==> src/rtl/muldiv_issue_ctrl.sv <==
// muldiv_issue_ctrl
// Issue/writeback controller between the RV32 execute stage and an unsigned
// 32-bit shift-add/shift-subtract multiply-divide unit. It converts signed
// RV32M ops into unsigned unit operations, applies the sign fix-up to the
// returned value, handles divide-by-zero locally, and stalls the core while
// an operation is outstanding.
module muldiv_issue_ctrl #(
    parameter int XLEN = 32
) (
    input  logic              clk,
    input  logic              rst,
    input  logic              req_valid,
    input  logic [2:0]        req_op,
    input  logic [XLEN-1:0]   req_a,
    input  logic [XLEN-1:0]   req_b,
    input  logic [4:0]        req_rd,
    input  logic              flush,
    output logic              busy,
    output logic              resp_valid,
    output logic [XLEN-1:0]   resp_data,
    output logic [4:0]        resp_rd,
    output logic              md_valid,
    output logic              md_mode,
    output logic [XLEN-1:0]   md_a,
    output logic [XLEN-1:0]   md_b,
    input  logic              md_ready,
    input  logic [2*XLEN-1:0] md_out
);

    // RV32M funct3 encodings
    localparam logic [2:0] OP_MUL    = 3'b000;
    localparam logic [2:0] OP_MULH   = 3'b001;
    localparam logic [2:0] OP_MULHSU = 3'b010;
    localparam logic [2:0] OP_MULHU  = 3'b011;
    localparam logic [2:0] OP_DIV    = 3'b100;
    localparam logic [2:0] OP_DIVU   = 3'b101;
    localparam logic [2:0] OP_REM    = 3'b110;
    localparam logic [2:0] OP_REMU   = 3'b111;

    // Controller states
    localparam logic [2:0] S_IDLE   = 3'd0;
    localparam logic [2:0] S_LAUNCH = 3'd1;
    localparam logic [2:0] S_WAIT   = 3'd2;
    localparam logic [2:0] S_RESP   = 3'd3;
    localparam logic [2:0] S_DRAIN  = 3'd4;

    logic [2:0]      state;
    logic [2:0]      state_next;
    logic [2:0]      op_q;
    logic [4:0]      rd_q;
    logic            sign_a_q;
    logic            sign_b_q;
    logic            drain_done;

    logic            accept;
    logic            signed_a;
    logic            signed_b;
    logic            neg_a;
    logic            neg_b;
    logic            div_zero;
    logic [XLEN-1:0] abs_a;
    logic [XLEN-1:0] abs_b;

    logic [2*XLEN-1:0] prod_fix;
    logic [XLEN-1:0]   quot_fix;
    logic [XLEN-1:0]   rem_fix;
    logic [XLEN-1:0]   result;

    // Status strobes are pure decodes of the current state
    always_comb begin
        busy       = (state != S_IDLE);
        md_valid   = (state == S_LAUNCH);
        resp_valid = (state == S_RESP);
    end

    // Request decode: which operands are signed, their magnitudes, div-by-zero
    always_comb begin
        accept   = (state == S_IDLE) && req_valid && !flush;
        signed_a = (req_op == OP_MULH) || (req_op == OP_MULHSU) ||
                   (req_op == OP_DIV)  || (req_op == OP_REM);
        signed_b = (req_op == OP_MULH) || (req_op == OP_DIV) || (req_op == OP_REM);
        neg_a    = signed_a && req_a[XLEN-1];
        neg_b    = signed_b && req_b[XLEN-1];
        abs_a    = neg_a ? ('0 - req_a) : req_a;
        abs_b    = neg_b ? ('0 - req_b) : req_b;
        div_zero = req_op[2] && (req_b == '0);
    end

    // Sign fix-up of the unsigned unit result and selection of the result word
    always_comb begin
        prod_fix = (sign_a_q ^ sign_b_q) ? ('0 - md_out) : md_out;
        quot_fix = (sign_a_q ^ sign_b_q) ? ('0 - md_out[XLEN-1:0]) : md_out[XLEN-1:0];
        rem_fix  = sign_a_q ? ('0 - md_out[2*XLEN-1:XLEN]) : md_out[2*XLEN-1:XLEN];
        case (op_q)
            OP_MUL:                        result = prod_fix[XLEN-1:0];
            OP_MULH, OP_MULHSU, OP_MULHU:  result = prod_fix[2*XLEN-1:XLEN];
            OP_DIV, OP_DIVU:               result = quot_fix;
            OP_REM, OP_REMU:               result = rem_fix;
            default:                       result = '0;
        endcase
    end

    // Next-state logic
    always_comb begin
        // NOTE: default assignment first so no path leaves state_next unassigned (no latch).
        state_next = state;
        case (state)
            S_IDLE:   if (accept) state_next = div_zero ? S_RESP : S_LAUNCH;
            S_LAUNCH: state_next = flush ? S_DRAIN : S_WAIT;
            S_WAIT: begin
                if (flush)         state_next = S_DRAIN;
                else if (md_ready) state_next = S_RESP;
            end
            S_RESP:   state_next = S_IDLE;
            S_DRAIN:  if (md_ready || drain_done) state_next = S_IDLE;
            default:  state_next = S_IDLE;
        endcase
    end

    // State register
    always_ff @(posedge clk) begin
        // NOTE: non-blocking assignments so every flop samples pre-edge values.
        if (rst) state <= S_IDLE;
        else     state <= state_next;
    end

    // Request capture, unit operands and writeback result registers
    always_ff @(posedge clk) begin
        // NOTE: every register here is plain flops (no RAM), so all get a defined reset value.
        if (rst) begin
            op_q       <= '0;
            rd_q       <= '0;
            sign_a_q   <= 1'b0;
            sign_b_q   <= 1'b0;
            drain_done <= 1'b0;
            md_mode    <= 1'b0;
            md_a       <= '0;
            md_b       <= '0;
            resp_data  <= '0;
            resp_rd    <= '0;
        end else begin
            // A result landing in the same cycle as a flush lets DRAIN exit without waiting
            drain_done <= (state == S_WAIT) && flush && md_ready;

            if (accept) begin
                op_q     <= req_op;
                rd_q     <= req_rd;
                sign_a_q <= neg_a;
                sign_b_q <= neg_b;
                if (div_zero) begin
                    // DIV/DIVU give all ones, REM/REMU give the dividend untouched
                    resp_data <= req_op[1] ? req_a : '1;
                    resp_rd   <= req_rd;
                end else begin
                    md_mode <= req_op[2];
                    md_a    <= abs_a;
                    md_b    <= abs_b;
                end
            end

            if ((state == S_WAIT) && md_ready && !flush) begin
                resp_data <= result;
                resp_rd   <= rd_q;
            end
        end
    end

endmodule
==> config.mk <==
export PLATFORM = sky130hd
export DESIGN_NAME = muldiv_issue_ctrl
export DESIGN_NICKNAME = d
export VERILOG_FILES = /design/src/rtl/muldiv_issue_ctrl.sv
export SDC_FILE = /design/constraint.sdc
export NUM_CORES = 1
export LEC_CHECK = 0
export CAP_MARGIN = 0
export CORE_UTILIZATION = 40
export CTS_CLUSTER_SIZE = 30
export DETAILED_ROUTE_END_ITERATION = 12
export PLACE_DENSITY = 0.69
export SLEW_MARGIN = 30
export SYNTH_ARGS = -nofsm -noshare
export SYNTH_HDL_FRONTEND = slang
export SYNTH_SLANG_ARGS = --single-unit
==> constraint.sdc <==
create_clock -name clk -period 3.3 [get_ports clk]
set_clock_uncertainty 0.1 [all_clocks]
set_input_delay 0.33 -clock clk [delete_from_list [all_inputs] [get_ports clk]]
set_output_delay 0.33 -clock clk [all_outputs]
set_load 0.01 [all_outputs]
==> results of run 1 <==
## cells by family (layout without fill, tap and decap cells)
family | Yosys count | in the layout
simple gates | 480 | 480
compound gates | 354 | 354
flops | 116 | 116
buf+inv | 108 | 470
xor+xnor | 104 | 104
mux | 20 | 20
fa+ha+maj | 4 | 4
## power by group
group,internal [mW],total [mW],leakage [nW],switching [mW]
clock,1.36,2.08,0.309,0.719
combinational,0.570,1.19,3.49,0.625
sequential,1.48,1.52,0.947,0.0464
total,3.40,4.80,4.74,1.39
## sequential cells by signal, indices dropped and copies added, names as in the netlist
signal      flops
sign_b_q        1
resp_data      32
md_mode         1
rd_q            5
op_q            3
state           3
drain_done      1
resp_rd         5
md_a           32
sign_a_q        1
md_b           32
## worst max-delay path by stage
| stage | endpoint | cells past startpoint | start |
|---|---|---|---|
| 6_report | resp_data[18] | 10 | md_out[0] |
| 5_1_grt | resp_data[31] | 11 | md_out[46] |
| 4_1_cts | resp_data[18] | 10 | md_out[0] |
| 3_5_place_dp | resp_data[18] | 10 | md_out[0] |
| 3_3_place_gp | resp_data[16] | 10 | md_out[0] |
| 2_1_floorplan | resp_data[16] | 11 | md_out[0] |
## cells in the mapped netlist (all sizes together), types with 3 or more instances
cell,number,share of area (%)
xor2,43,4.3
nand2b,6,0.43
inv,17,0.74
o21ai,48,2.8
ha,4,0.58
nor4,29,2.2
nor3,67,3.9
and3,9,0.65
or2,6,0.43
o32ai,4,0.40
xnor2,61,6.2
nand2,72,3.1
nand3,24,1.4
a21oi,90,5.2
o21bai,3,0.26
dfxtp,116,27
nand4,18,1.3
a31oi,11,0.79
o311ai,4,0.40
or3,25,1.8
and2,8,0.58
nor4b,3,0.30
o211ai,7,0.61
a211o,3,0.30
a21o,5,0.43
o221ai,10,1.1
buf,17,1.0
mux2i,18,2.1
a311oi,9,0.91
nand3b,6,0.52
a2111oi,3,0.30
or4,25,2.3
a41oi,3,0.30
clkbuf,74,3.2
a221oi,4,0.40
a211oi,71,6.2
o22ai,22,1.6
nor2,170,7.4
o41ai,15,1.5
nor2b,4,0.29
o31ai,23,2.0
## metal layers
layer	share of wire [%]	vias to the layer above	GRT usage, %
met1	44	5203	47.1
met5	0	-	0
li1	-	5165	-
met3	8.4	76	7.74
met4	3.0	0	12.6
met2	45	525	55.1
## worst max-delay path: stages
cell and delay [ps]:
clkdlybuf4s50_1 420, inv_1 90, ha_1 170, or4b_1 470, or4_4 500, or3_1 490, o31ai_1 350, o32ai_1 120
a311oi_1 270, nor3_1 90
## cell type report
type | count | area [sq um] | share of cell area [%]
Clock buffer | 19 | 443 | 3.37
Clock inverter | 13 | 205 | 1.56
Inverter | 17 | 63.8 | 0.485
Multi-Input combinational cell | 962 | 5940 | 45.2
Sequential cell | 116 | 2320 | 17.7
Tap cell | 275 | 344 | 2.62
Timing Repair Buffer | 421 | 3830 | 29.1
## layout by cell type (no fill, tap or decap), types with 11 or more instances in the layout
cell type / Yosys / final
xnor2_1: 61 / 60
nand4_1: 18 / 18
buf_4: 3 / 172
a31oi_1: 11 / 11
or4_1: 23 / 23
clkbuf_16: 0 / 17
clkdlybuf4s50_1: 0 / 244
o21ai_0: 47 / 47
nand3_1: 24 / 24
a21oi_1: 89 / 88
nor4_1: 28 / 28
xor2_1: 43 / 43
inv_1: 17 / 17
dfxtp_1: 116 / 116
o22ai_1: 22 / 22
a211oi_1: 71 / 71
mux2i_1: 18 / 18
nor3_1: 67 / 67
or3_1: 25 / 25
o41ai_1: 15 / 15
nand2_1: 72 / 72
o31ai_1: 23 / 23
nor2_1: 170 / 170
## per-stage QoR
step	area, sq um	cells	hold WS (ps)
2_1_floorplan	8660	1186	331
3_3_place_gp	12500	1791	338
3_5_place_dp	12500	1791	351
4_1_cts	13200	1823	358
5_1_grt	13200	1823	370
6_report	13200	1823	355
==> run summary, run 1 <==
The setup slack after layout is 183 ps. The cell depth of the worst min-delay path came out at 2. Setup repair after global routing left no endpoint under its margin. The post-synthesis instance total came out at 1186. The global routing usage summed across all routing layers is 35.2%. The count of inserted antenna diode cells is 0.

Yosys printed 0 warnings. Setup violations remaining at the end of the flow were counted as 0. Max-cap violations in this run came to 0. The CTS sink count is between 100 and 150.

The peak ir drop on the vdd network is 0.296 mV. The power per cell area is roughly 360 mW/mm^2. The static leakage came out at 4.74 nW. The number of nets in the layout came out at 1680.

The category of the critical setup timing path is input pin to flip-flop. The destination of the worst register-to-register timing path is resp_data[17]. The routability congestion estimate from global placement is 0.994.

The peak fanout along the critical path came out at 4. The number of global-route vias before repair is ~10000. The number of register bits inferred by synthesis is 116. The final clock period utilization by the worst path came out at 94.4%. The path class of the tightest hold or removal check is flip-flop to flip-flop. The critical path capture point type is a flip-flop. The flow ran to the end, and the final reports show no timing, DRC or antenna violations. The total power of the final layout is 4.80 mW.

The area enclosed by the die boundary is around 0.022 sq mm. In the synthesized netlist the dominant register cell turns out to be dfxtp_1. The smallest clock period supported by the final layout is computed as between 3000 and 4000 ps. The pin count of the biggest net entering global routing came out at slightly below 80. The required time of the critical path came out at 3480 ps. The hold buffer count at cts is 0.

The peak clock frequency supported by timing is about 320 MHz. The core area came out at between 0.02 and 0.025 sq mm. The xor/xnor share of the synthesized area came out at roughly a tenth. The synthesized-area fraction occupied by and/or/nand/nor cells is a little over a quarter. The cell chosen for the clock root is clkbuf_16. The mean routed wirelength per cell came out at about 22 um. Clock tree synthesis inserted a total of 17 buffers.

After synthesis, the largest family of logic cells by area is compound AO/OA/AOI/OAI gates. Before CTS, the worst setup slack after placement is -226 ps. The worst-case clock buffer depth came out at 2. The total grt overflow is 0. The remaining antenna violation count came out at 0. The growth of design area from synthesis to finish came out at 51.8%. The fraction of synthesized area in multiplexers came out at 2.34%.

The number of design rule violations left after detail routing is 0. For this configuration, the core starts out at a cell density of between 40% and 50%. A synthesized cell averages 7.31 sq um. At the end of the flow the core is filled with cells to between 60% and 70%. The number of failing hold endpoints at the final stage is 0. TritonCTS built the clock tree. The relative max-transition margin came out at between 40% and 50%. The wire length of the first global-routing pass came out at slightly below 60000 um. The initial detailed-routing violation count is just under 1000. The level count of the clock H-tree is 4. The filler cell count in the final layout came out at approximately 2000. Once the clock tree was built, the setup fixing pass inserted 0 buffers.

The number of antenna violations at the first check in global routing is 0. The arrival time reported for the critical path endpoint came out at 3300 ps. The clock network latency to the later pin of the worst-skew pair is 420 ps. The ratio of routed vias to standard cells is between 6 and 7. Pin placement for this block handled ~250 I/O pins. The start point of the worst min-delay path is md_a[31]. The max-slew violation total from the final report is 0. Detailed placement finished with a half-perimeter wire length of about 31000 um. The sequential area share after synthesis is a little over a quarter.

The logic depth of the worst register-to-register path came out at 7. The proportion of layout cells with a drive suffix above 1 came out at ~15%. The die outline width came out at about 150 um. The CTS clock-pin slew for the worst setup and hold paths came out at about 70 ps. The worst setup path is launched from an input pin. The number of enable-type register cells in the synthesized netlist is 0. The quantity of gates resized following cts came out at 0. The startpoint of the worst register-to-register path is sign_a_q. The cell row count is 53. The number of nets in the synthesized netlist is 1331. Adding up every negative setup slack in the final design gives 0 ps. The die height is ~150 um. The number of distinct library cell variants in the gate-level netlist after synthesis is slightly below 70. The reg2reg setup slack came out at ~560 ps.

The via total after detailed routing is between 10000 and 15000. Of all flip-flops after synthesis, the portion carrying an async set or reset was 0%. The synthesized netlist devotes 27.5% of its cell area to compound gates. The measured slew at the worst slew-check pin is ~880 ps. The summed instance area of the synthesized netlist is around 0.0087 sq mm. The first-pass detailed-route iteration total is 5.

Wires add up to just under 40000 um. For hold timing, the worst endpoint is md_a[31]. The number of input and output port buffers inserted is roughly 250. The adder and majority gate portion of the synthesized area came out at less than 1%.
Note: power is estimated with default switching activity, not from simulation.
==> inputs of run 2 (changes only) <==
Settings changed: RECOVER_POWER set to 50.
==> run summary, run 2 (synthesized netlist as in run 1, its figures left out) <==
Most frequent cells in the layout: buf_4, nor2_1, clkdlybuf4s50_1, dfxtp_1, dlygate4sd3_1 (was clkdlybuf4s50_1, buf_4, nor2_1, dfxtp_1, a21oi_1). The die outline width came out at 149 um (unchanged). The via total after detailed routing came out at 11000 (about the same). The cell row count is 53 (unchanged). The remaining antenna violation count is 0 (unchanged). The count of inserted antenna diode cells is 0 (unchanged). The category of the critical setup timing path is input pin to flip-flop (unchanged).

The level count of the clock H-tree came out at 4 (unchanged). The TritonCTS clock tree was built (unchanged). The number of antenna violations at the first check in global routing came out at 0 (unchanged). The share of power burned in the clock network is 43.6% (was 43.3%). The global routing usage summed across all routing layers was 35.2% (unchanged). The logic depth of the worst register-to-register path came out at 8 (was 7).

The CTS sink count is 116 (unchanged). The growth of design area from synthesis to finish is 51.8% (about the same). The peak fanout along the critical path is 4 (unchanged). The critical path capture point type is a flip-flop (unchanged). The net load switching power was 1.39 mW (about the same).

The first-pass detailed-route iteration total was 5 (unchanged). The peak clock frequency supported by timing is 322 MHz (was 321 MHz). The count of pins on the block boundary is 246 (unchanged).

The cell chosen for the clock root is clkbuf_16 (unchanged). The mean routed wirelength per cell was 21.7 um (was 21.6 um). RSZ-0062 raised after global routing: no (unchanged).

The static leakage is 5.04 nW (was 4.74 nW). The total power of the final layout is 4.77 mW (was 4.80 mW). The internal portion of total power was 3.38 mW (was 3.40 mW). The number of design rule violations left after detail routing came out at 0 (unchanged). The wire length of the first global-routing pass is 59200 um (unchanged). The final setup violation count was 0 (unchanged). The routability congestion estimate from global placement is 0.994 (unchanged). The number of clock buffers inserted by TritonCTS came out at 17 (unchanged). The die height came to 149 um (unchanged). The CTS clock-pin slew for the worst setup and hold paths is 70 ps (about the same).

Largest registers: md_a (32), md_b (32), resp_data (32) (unchanged). The arrival time reported for the critical path endpoint came out at 3290 ps (was 3300 ps). The measured slew at the worst slew-check pin is 874 ps (was 877 ps).

The setup total negative slack came out at 0 ps (unchanged). The area enclosed by the die boundary is 0.0223 sq mm (unchanged). The most common library cell in the layout ignoring fill and taps is buf_4 (was clkdlybuf4s50_1). The max-slew violation total from the final report came to 0 (unchanged). The number of input and output port buffers inserted came out at 245 (unchanged).

The relative max-transition margin is 41.7% (was 41.5%). The sum of routed wire length over all layers came out at 39600 um (was 39400 um). The HPWL reported at the end of detailed placement is 30900 um (unchanged). The worst-case clock buffer depth is 2 (unchanged).

The proportion of total power due to net switching is 29.2% (was 29.0%). The start point of the worst min-delay path is md_a[31] (unchanged). The number of failing hold endpoints at the final stage is 0 (unchanged). The peak ir drop on the vdd network came out at 0.294 mV (was 0.296 mV). The sequential share of power was 31.8% (was 31.7%). The final critical-path required period is 3110 ps (was 3120 ps). The startpoint of the worst register-to-register path is state[1] (was sign_a_q). The startpoint type of the worst setup path is an input pin (unchanged). The hold buffer count at cts came out at 0 (unchanged).

The quantity of gates resized following cts is 0 (unchanged). The count of maximum capacitance violations is 0 (unchanged). Status: finished clean (unchanged). The clock network latency to the later pin of the worst-skew pair is 420 ps (about the same). The pin count of the biggest net entering global routing is 77 (unchanged). The number of global-route vias before repair came out at 10100 (unchanged). The destination of the worst hold path is md_a[31] (unchanged). The core area came to 0.0212 sq mm (unchanged). The number of nets in the layout is 1680 (unchanged). The combinational power share is 24.6% (was 24.9%). The final clock period utilization by the worst path came to 94.2% (was 94.4%).

The type of the most critical hold path is flip-flop to flip-flop (unchanged). The proportion of layout cells with a drive suffix above 1 is 14.8% (was 14.9%). The ratio of routed vias to standard cells came out at 6.03 (was 6.02). The required time of the critical path came out at 3480 ps (about the same).

The initial cell density of the core is 41.0% (unchanged). The power per cell area is 363 mW/mm^2 (was 364 mW/mm^2). The cell depth of the worst min-delay path came out at 2 (unchanged). The reg2reg setup slack is 550 ps (was 560 ps). The destination of the worst register-to-register timing path is resp_data[29] (was resp_data[17]). The initial detailed-routing violation count came out at 914 (was 970). The buffers inserted during post-CTS setup optimization came to 0 (unchanged).

The total grt overflow is 0 (unchanged).
## run 2: cell types whose count changed in the layout (fill, tap and decap cells not counted)
cell             before  now
dlygate4sd3_1         0   99
clkbuf_1              1    2
buf_4               172  171
clkdlybuf4s50_1     244  145
## run 2: power groups by stage
stage / registers [mW] / logic, mW / clock network, mW
detailed placement: 1.55 / 1.17 / 0
floorplan: 1.57 / 0.499 / 0
global placement: 1.55 / 1.17 / 0
CTS: 1.52 / 1.18 / 2.09
global route: 1.53 / 1.25 / 2.16
finish: 1.52 / 1.17 / 2.08
## run 2: worst max-delay path, cell delays in order
cell and delay [ps]:
clkdlybuf4s50_1 420, inv_1 90, ha_1 170, or4b_1 470, or4_4 500, or3_1 500
o31ai_1 360, o32ai_1 120, a311oi_1 260, nor3_1 80
## run 2: how the worst max path moves through the flow
stage	from	endpoint	slack, ps
after floorplan	md_out[0]	resp_data[16]	230
after global placement	md_out[0]	resp_data[16]	-170
after detailed placement	md_out[0]	resp_data[18]	-230
after CTS	md_out[0]	resp_data[18]	220
after global routing	md_out[46]	resp_data[31]	5
final	md_out[0]	resp_data[18]	190
## run 2: final cells by class
| type | instances | area (sq um) |
|---|---|---|
| fill | 1957 | 8000 |
| multi-input combinational | 962 | 5940 |
| timing repair buffer | 421 | 3830 |
| sequential | 116 | 2320 |
| clock buffer | 19 | 443 |
| tap | 275 | 344 |
| clock inverter | 13 | 205 |
| inverter | 17 | 63.8 |
## run 2: per-layer routing
metal	up-vias	track usage (%)	part of all wire [%]
met2	543	55.1	45
met1	5214	47.1	44
met4	0	12.6	2.8
met5	-	0	0
met3	71	7.74	8.5
li1	5172	-	-
## run 2: stage by stage
step / setup slack (ps) / cell area (sq um) / hold slack, ps / instances / utilization, %
after floorplan: 233 / 8660 / 331 / 1186 / -
after global placement: -165 / 12500 / 338 / 1791 / 59.1
after detailed placement: -226 / 12500 / 351 / 1791 / 59.1
after CTS: 224 / 13200 / 358 / 1823 / 62.2
after global routing: 5.31 / 13200 / 367 / 1823 / 62.2
final: 193 / 13200 / 351 / 1823 / 62.2
